===== config.mk =====
export PLATFORM = sky130hd
export DESIGN_NAME = priority_decoder_hold
export DESIGN_NICKNAME = d
export VERILOG_FILES = /design/src/rtl/priority_decoder_hold.sv
export SDC_FILE = /design/constraint.sdc
export NUM_CORES = 1
export LEC_CHECK = 0
export ABC_AREA = 0
export BUFFER_PORTS_ARGS = -buffer_cell sky130_fd_sc_hd__buf_2
export CORE_ASPECT_RATIO = 0.7
export CORE_UTILIZATION = 40
export CTS_CLUSTER_SIZE = 14
export DETAILED_ROUTE_END_ITERATION = 6
export HOLD_SLACK_MARGIN = 0.08
export PLACE_DENSITY = 0.68
export SLEW_MARGIN = 20
export SYNTH_ARGS = -nofsm -noshare
export SYNTH_HDL_FRONTEND = slang
export SYNTH_SLANG_ARGS = --single-unit

===== constraint.sdc =====
create_clock -name clk -period 2 [get_ports clk]
set_clock_uncertainty 0.1 [all_clocks]
set_input_delay 0.3 -clock clk [delete_from_list [all_inputs] [get_ports clk]]
set_output_delay 0.3 -clock clk [all_outputs]
set_load 0.02 [all_outputs]

===== src/rtl/priority_decoder_hold.sv =====
// priority_decoder_hold: registered 3-to-8 one-hot decoder with pulse stretching, sticky pending bits and saturating event count
module priority_decoder_hold #(
  parameter int HOLD_CYCLES = 4
) (
  input  logic       clk,
  input  logic       reset_n,
  input  logic [2:0] sel,
  input  logic       valid,
  input  logic       clr,
  output logic [7:0] d,
  output logic       active,
  output logic [7:0] pending,
  output logic [7:0] evt_cnt
);
  localparam int CW = $clog2(HOLD_CYCLES + 1);
  typedef enum logic {IDLE, HOLD} state_t;
  state_t state;
  logic [CW-1:0] cnt;
  logic [7:0] hit;
  always_comb hit = valid ? 8'(8'd1 << sel) : 8'd0;
  always_ff @(posedge clk) begin
    if (!reset_n) begin
      state   <= IDLE;
      cnt     <= '0;
      d       <= '0;
      active  <= 1'b0;
      pending <= '0;
      evt_cnt <= '0;
    end else begin
      pending <= (clr ? 8'd0 : pending) | hit;
      evt_cnt <= clr ? {7'd0, valid} : evt_cnt + {7'd0, valid && evt_cnt != 8'hFF};
      // a new event always replaces the held index, keeping d one-hot
      if (valid) begin
        d      <= hit;
        active <= 1'b1;
        cnt    <= CW'(HOLD_CYCLES - 1);
        state  <= HOLD;
      end else if (state == HOLD) begin
        if (cnt == '0) begin
          d      <= '0;
          active <= 1'b0;
          state  <= IDLE;
        end else begin
          cnt <= cnt - 1'b1;
        end
      end
    end
  end
endmodule

==> results of run 1 <==
==> through the flow <==
| step | setup WS, ns | cells | instance area, um2 | hold slack [ns] | power, W |
|---|---|---|---|---|---|
| after floorplan | 0.205 | 115 | 1130 | 0.358 | 0.000689 |
| after global placement | 0.272 | 179 | 1340 | 0.328 | 0.000722 |
| after detailed placement | 0.174 | 179 | 1340 | 0.337 | 0.000728 |
| after CTS | 0.160 | 187 | 1420 | 0.233 | 0.00118 |
| after global routing | 0.00660 | 187 | 1420 | 0.252 | 0.00121 |
| final | 0.137 | 187 | 1420 | 0.231 | 0.00116 |
==> sequential cells by signal, indices dropped and copies added (netlist names) <==
register and count:
evt_cnt 8, active 1, pending 8, state 1, d 8, cnt 3
==> cell usage in the layout (no fill, tap or decap), drive strengths merged, types with 4 or more instances in the layout <==
master / n
buf: 34
dfxtp: 29
a21o: 16
nor2: 11
clkbuf: 6
nand3: 5
a21oi: 4
nor2b: 4
nand2: 4
nand2b: 4
ha: 4
==> area by class of cell <==
class                      count  area [um2]
clock buffer                   6        72.6
clock inverter                 2        10.0
fill                         226        1150
inverter                       3        11.3
multi-input combinational     79         524
sequential                    29         581
tap                           34        42.5
timing repair buffer          34         178
==> synth_stat cells, drive strengths merged (2+ instances only) <==
| cell | instances |
|---|---|
| mux2i | 2 |
| nand4 | 2 |
| xor2 | 2 |
| nand2b | 4 |
| nand3b | 2 |
| o21a | 2 |
| nor2b | 4 |
| inv | 3 |
| nor2 | 11 |
| ha | 4 |
| nand2 | 4 |
| a21o | 16 |
| dfxtp | 29 |
| a21oi | 4 |
| or3 | 3 |
| nor3 | 2 |
| and2 | 2 |
| o21ai | 3 |
| nand3 | 5 |
| buf | 3 |
| nand4b | 2 |
==> worst max-delay path: cells and delay by family (launching register included) <==
family	cells	cell delay, ns
buf+inv	1	0.06
fa+ha+maj	2	0.45
compound gates	2	0.31
flops	1	0.37
simple gates	2	0.52
==> cell families (layout without fill, tap and decap cells) <==
group | after synthesis | after routing | share of synthesized area
AOI/OAI and AO/OA | 27 | 27 | 0.166
xor gates and xnor gates | 3 | 3 | 0.0232
adders and majority gates | 4 | 4 | 0.0441
buffers and inverters | 7 | 45 | 0.0265
DFF | 29 | 29 | 0.512
muxes | 2 | 2 | 0.0176
and+or+nand+nor | 43 | 43 | 0.211
==> per-layer routing <==
layer  up-vias  track usage  wire [um]
met5         -            0          0
met4         0        0.143         64
met3         6       0.0594        134
met2        25        0.269       1080
met1       415        0.201       1150
li1        474            -          -
==> power breakdown <==
group          leakage [nW]  switching [W]  total [W]  internal (W)
combinational         0.498      0.0000641   0.000109     0.0000446
sequential            0.236      0.0000116   0.000607      0.000596
clock                0.0450       0.000209   0.000449      0.000240
==> worst min-delay path by stage <==
stage,start,end,slack (ns),cells after the start
floorplan,reset_n,cnt[2],0.36,2
global placement,d[4],d[4],0.33,1
detailed placement,pending[3],pending[3],0.34,1
CTS,clr,evt_cnt[0],0.23,3
global route,clr,evt_cnt[0],0.25,3
finish,clr,evt_cnt[0],0.23,3
==> results.md, run 1 <==
Status:
- The flow ran to the end, and the final reports show no timing, DRC or antenna violations.

Logic synthesis:
- In the synthesized netlist the dominant register cell turns out to be dfxtp_1.
- The number of flops mapped to enable cells by yosys is 0.
- The share of the yosys chip area belonging to registers is 0.512.
- The synthesized design contains 29 register bits.
- By area the synthesized netlist is led by dfxtp_1, a21o_1, ha_1.
- The share of flip-flops with an asynchronous set or reset after synthesis is 0.
- The Yosys step of the flow raised 0 warnings.
- Of the post-synthesis cell area, the dominant cell type holds 0.512.
- Counting every net in the synthesized netlist gives 126.
- The per-instance average area after synthesis is a little under 10 um2.
- After synthesis the cells add up to around 0.0011 mm2.
- The cell count after synthesis came out at between 100 and 150.
- dfxtp_1 takes more of the synthesized area than any other cell.
- Yosys mapped the design onto 28 distinct sky130hd cell types.

Clock tree:
- The total clock sinks is 29.
- The total of cells resized after clock tree synthesis is 0.
- The clock-pin slew of the registers on the worst-case setup and hold paths is ~0.060 ns.
- The clock reaches the later pin of the worst-skew pair after 0.28 ns.
- The H-tree was split into 2 levels.
- Clock tree synthesis inserted a total of 5 buffers.
- Buffers added to address setup during post-CTS repair amount to 0.
- The worst-case clock buffer depth is 2.
- Hold repair after CTS inserted 0 buffers.
- The clock tree from TritonCTS is built.
- CTS placed an instance of clkbuf_8 at the clock tree root.

Routing:
- Summed over all layers, the routed wires come to around 2400 um.
- Across all layers, the routed design uses 920 vias.
- Dividing the detail-routed wire length by the instance count gives 13.0 um.
- The remaining antenna violation count is 0.
- The routed via count divided by cell count is 4.92.
- The detailed router's first-iteration violation count is 23.
- The first TritonRoute pass finished after 4 iterations.
- In the routed design, unresolved DRC markers number 0.

Critical path:
- The worst register-to-register path ends at evt_cnt[6].
- The startpoint kind of the worst setup timing path is a register.
- On the worst path, the slowest cell contributes a delay of 0.37 ns.
- Data arrives at the worst endpoint at 1.97 ns.
- The required time at the endpoint of the critical path is between 2 and 2.5 ns.
- The signal on the critical path passes through nand4_2 -> o21a_1 -> ha_1 -> ha_1 -> inv_1 -> or3_1 -> a21oi_1.
- The worst flop-to-flop path startpoint is evt_cnt[2].
- The worst-case reg-to-reg path depth is 7.
- The worst setup slack for register-to-register paths is about 0.14 ns.
- The top fanout value on the critical path is 6.
- Counting stages on the worst path, the most repeated cell is ha_1.
- The critical path starts at evt_cnt[2].
- The worst-path cell with the longest stage delay is dfxtp_1.
- The type of the worst setup path is reg -> reg.
- The critical path ends at evt_cnt[6].
- STA classifies the critical path endpoint as a register.

STA:
- Counting I/O delays and the setup requirement, the final critical path takes 1.86 ns.
- Of the available clock period, the critical path in the final layout requires 0.931.
- The max-slew headroom at the worst pin is 0.803.
- The slew of the pin with the lowest slew margin is 0.293 ns.
- Timing would allow up to 537 MHz.
- The max-slew violation count came to 0.
- The final number of setup-violating endpoints is 0.
- Setup repair after global routing left no endpoint under its margin.
- The final hold violation count is 0.
- For the final routed database, the setup TNS stands at 0 ns.

Power:
- The leakage power is ~0.78 nW.
- VDD sags by at most between 0.4 and 0.5 mV.
- The power density normalized to cell area is 821 mW/mm2.

GRT:
- The total global routing overflow is 0.
- The number of global-route vias before repair is 824.
- The first global-routing pass estimated about 3600 um of wire.
- The number of antenna violations at the first check in global routing is 0.
- The largest net degree at the start of global routing is 13.
- For this run, the total global-route usage over all layers was measured as 0.175.

Min path:
- The class of the tightest hold or removal check is in -> reg.

Cells and area:
- The post-route core utilization is 0.552.
- The area growth from synthesis to final layout is 25.0%.
- The diode insertion count for antenna repair is 0.
- The number of nets in the final layout is 163.
- The proportion of layout cells with a drive suffix above 1 is 0.281.

Floorplanning:
- The die span in x is around 66 um.
- The initial utilization of the core area, before any placement, comes to 0.441.
- During I/O placement, the number of pins put on the boundary was 32.
- The vertical extent of the die is approximately 47 um.
- The die outline area is 0.00306 mm2.
- The total area inside the core boundary comes to 0.00257 mm2.
- The floorplan has 15 rows.

Placement:
- Detailed placement finished with a half-perimeter wire length of 1770 um.
- The last weighted congestion value of the routability-driven placer is 0.836.
- The number of buffers added on ports is 31.

Run:
- Across the run, the number of max-cap violations was 0.
(Power assumes the default switching activity.)
==> run 2: changes to the inputs <==
--- a/config.mk
+++ b/config.mk
@@ -8,11 +8,11 @@
 export ABC_AREA = 0
 export BUFFER_PORTS_ARGS = -buffer_cell sky130_fd_sc_hd__buf_2
 export CORE_ASPECT_RATIO = 0.7
-export CORE_UTILIZATION = 40
+export CORE_UTILIZATION = 41
 export CTS_CLUSTER_SIZE = 14
 export DETAILED_ROUTE_END_ITERATION = 6
 export HOLD_SLACK_MARGIN = 0.08
-export PLACE_DENSITY = 0.68
+export PLACE_DENSITY = 0.69
 export SLEW_MARGIN = 20
 export SYNTH_ARGS = -nofsm -noshare
 export SYNTH_HDL_FRONTEND = slang
==> results.md, run 2 (same netlist as run 1, synthesis figures left out) <==
Status:
- Status: complete, no violations (unchanged).

STA:
- The setup TNS after final layout is 0 ns (unchanged).
- The final number of setup-violating endpoints is 0 (unchanged).
- The max-slew violation count is 0 (unchanged).
- RSZ-0062 raised after global routing: false (unchanged).
- The post-route minimum period came to 1.84 ns (was 1.86 ns).
- The max-slew headroom at the worst pin is 0.819 (was 0.803).
- The final critical-path share of the clock period is 0.922 (was 0.931).
- The slew of the pin with the lowest slew margin was 0.269 ns (was 0.293 ns).
- The final hold violation count is 0 (unchanged).
- The highest clock frequency the design can meet came to 542 MHz (was 537 MHz).

Critical path:
- The endpoint type of the worst setup path is a register (unchanged).
- The required time at the endpoint of the critical path was 2.11 ns (was 2.10 ns).
- The type of the worst setup path is reg -> reg (unchanged).
- The arrival time at the worst endpoint is 1.96 ns (was 1.97 ns).
- The startpoint kind of the worst setup timing path is a register (unchanged).
- The top fanout value on the critical path is 6 (unchanged).

Power:
- The design internal power was 0.00105 W (was 0.000880 W).
- The maximum VDD drop was 0.476 mV (was 0.420 mV).
- The fraction of power spent switching nets is 0.214 (was 0.244).
- The leakage power is 0.792 nW (was 0.779 nW).
- The power density normalized to cell area is 915 mW/mm2 (was 821 mW/mm2).
- The switching power of the nets is 0.000284 W (was 0.000285 W).
- The part of the power in combinational logic came to 0.081 (was 0.093).
- The clock group share of total power is 0.462 (was 0.385).
- The sequential group share of total power is 0.457 (was 0.521).

GRT:
- The most used routing layer is met2 (unchanged).
- The number of global-route vias before repair is 810 (was 824).
- The first-pass GRT wire length is 3490 um (was 3620 um).
- The met2 track demand over resource in global routing is 0.288 (was 0.269).
- The total global routing overflow is 0 (unchanged).
- The total global-route track usage is 0.170 (was 0.175).
- The largest net degree at the start of global routing is 13 (unchanged).
- The global-route met3 utilization is 0.0600 (was 0.0594).
- The number of antenna violations at the first check in global routing is 0 (unchanged).
- The met1 track utilization from global routing is 0.186 (was 0.201).

Routing:
- The DRC violation count after routing is 0 (unchanged).
- The detailed router's first-iteration violation count is 33 (was 23).
- The number of search-and-repair iterations in the first detailed-routing pass is 5 (was 4).
- The routed wirelength normalized by instance count is 12.6 um (was 13.0 um).
- The routed via count divided by cell count is 5.04 (was 4.92).
- The final routed wirelength across all metal layers came to 2360 um (was 2420 um).
- The total number of vias came to 943 (was 920).
- The remaining antenna violation count is 0 (unchanged).

Clock tree:
- The total clock sinks is 29 (unchanged).
- The clock latency of the later-clocked register in the worst-skew pair is 0.28 ns (about the same).
- The clock-pin slew of the registers on the worst-case setup and hold paths came to 0.06 ns (about the same).
- The worst-case clock buffer depth is 2 (unchanged).
- The library cell used as clock root buffer is clkbuf_8 (unchanged).
- The CTS buffer count is 5 (unchanged).
- The number of H-tree levels is 2 (unchanged).
- The number of hold buffers added after CTS is 0 (unchanged).
- The total of cells resized after clock tree synthesis is 0 (unchanged).
- The number of setup buffers added after CTS is 0 (unchanged).
- The clock tree from TritonCTS is built (unchanged).

Cells and area:
- The diode insertion count for antenna repair came to 0 (unchanged).
- The area growth from synthesis to final layout is 28.0% (was 25.0%).
- The number of nets in the final layout is 163 (unchanged).
- The post-route core utilization came to 0.573 (was 0.552).
- The sequential cell area is 581 um2 (unchanged).
- The proportion of layout cells with a drive suffix above 1 is 0.281 (unchanged).
- Biggest regs: d (8), evt_cnt (8), pending (8) (unchanged).
- The count of filler cells inserted in the layout is 221 (was 226).
- The most frequent standard cell in the layout excluding fill and tap cells is buf_2 (unchanged).
- Top library cells by usage in the layout, fill and taps aside: buf_2, dfxtp_1, a21o_1 (unchanged).
- The multi-input combinational cell area was 524 um2 (unchanged).

Placement:
- The detailed placement HPWL is 1780 um (was 1770 um).
- The number of buffers added on ports was 31 (unchanged).
- The last weighted congestion value of the routability-driven placer is 0.815 (was 0.836).

Run:
- The number of maximum-capacitance violations is 0 (unchanged).

Floorplanning:
- The number of placement rows is 15 (unchanged).
- The starting density of the core is 0.448 (was 0.441).
- The core region area is 0.00253 mm2 (was 0.00257 mm2).
- The die outline area is 0.00299 mm2 (was 0.00306 mm2).
- The die span in x is 64.9 um (was 65.7 um).
- The vertical extent of the die was 46.0 um (was 46.6 um).
- The number of primary I/O pins is 32 (unchanged).

Min path:
- The class of the tightest hold or removal check is in -> reg (unchanged).
## run 2: stage by stage
| stage | cells | total power, W | worst slack, ns | cell area [um2] | hold slack [ns] |
|---|---|---|---|---|---|
| finish | 187 | 0.00133 | 0.156 | 1450 | 0.237 |
| global route | 187 | 0.00138 | 0.0438 | 1450 | 0.254 |
| CTS | 187 | 0.00134 | 0.175 | 1450 | 0.240 |
| detailed placement | 179 | 0.000728 | 0.208 | 1340 | 0.334 |
| global placement | 179 | 0.000722 | 0.275 | 1340 | 0.328 |
| floorplan | 115 | 0.000689 | 0.205 | 1130 | 0.358 |
## run 2: worst paths after layout
check | from | end | slack [ns] | cells after the start
hold reg to reg | d[4] | d[4] | 0.34 | 1
setup reg to reg | evt_cnt[2] | evt_cnt[6] | 0.16 | 7
setup / recovery | evt_cnt[2] | evt_cnt[6] | 0.16 | 7
hold / removal | clr | evt_cnt[0] | 0.24 | 3
## run 2: per-layer routing
layer	up-vias	wire length, um
li1	472	-
met3	6	108
met2	18	1150
met5	-	0
met4	0	44
met1	447	1060
## run 2: area by class of cell
type,count,area share
Tap cell,34,0.0293
Sequential cell,29,0.400
Clock inverter,1,0.0207
Timing Repair Buffer,34,0.122
Clock buffer,7,0.0594
Inverter,3,0.00775
Multi-Input combinational cell,79,0.361
## run 2: power groups by stage
stage / combinational [W] / clock, W / sequential [W]
floorplan: 0.0000564 / 0 / 0.000633
global placement: 0.000103 / 0 / 0.000619
detailed placement: 0.000108 / 0 / 0.000620
CTS: 0.000109 / 0.000627 / 0.000607
global route: 0.000118 / 0.000652 / 0.000609
finish: 0.000108 / 0.000615 / 0.000607
## run 2: worst max-delay path, cell delays in order, from the launching register on
cell     delay [ns]
dfxtp_1        0.37
nand4_2        0.15
o21a_1         0.14
ha_1           0.21
ha_1           0.23
inv_1          0.07
or3_1          0.37
a21oi_1        0.15
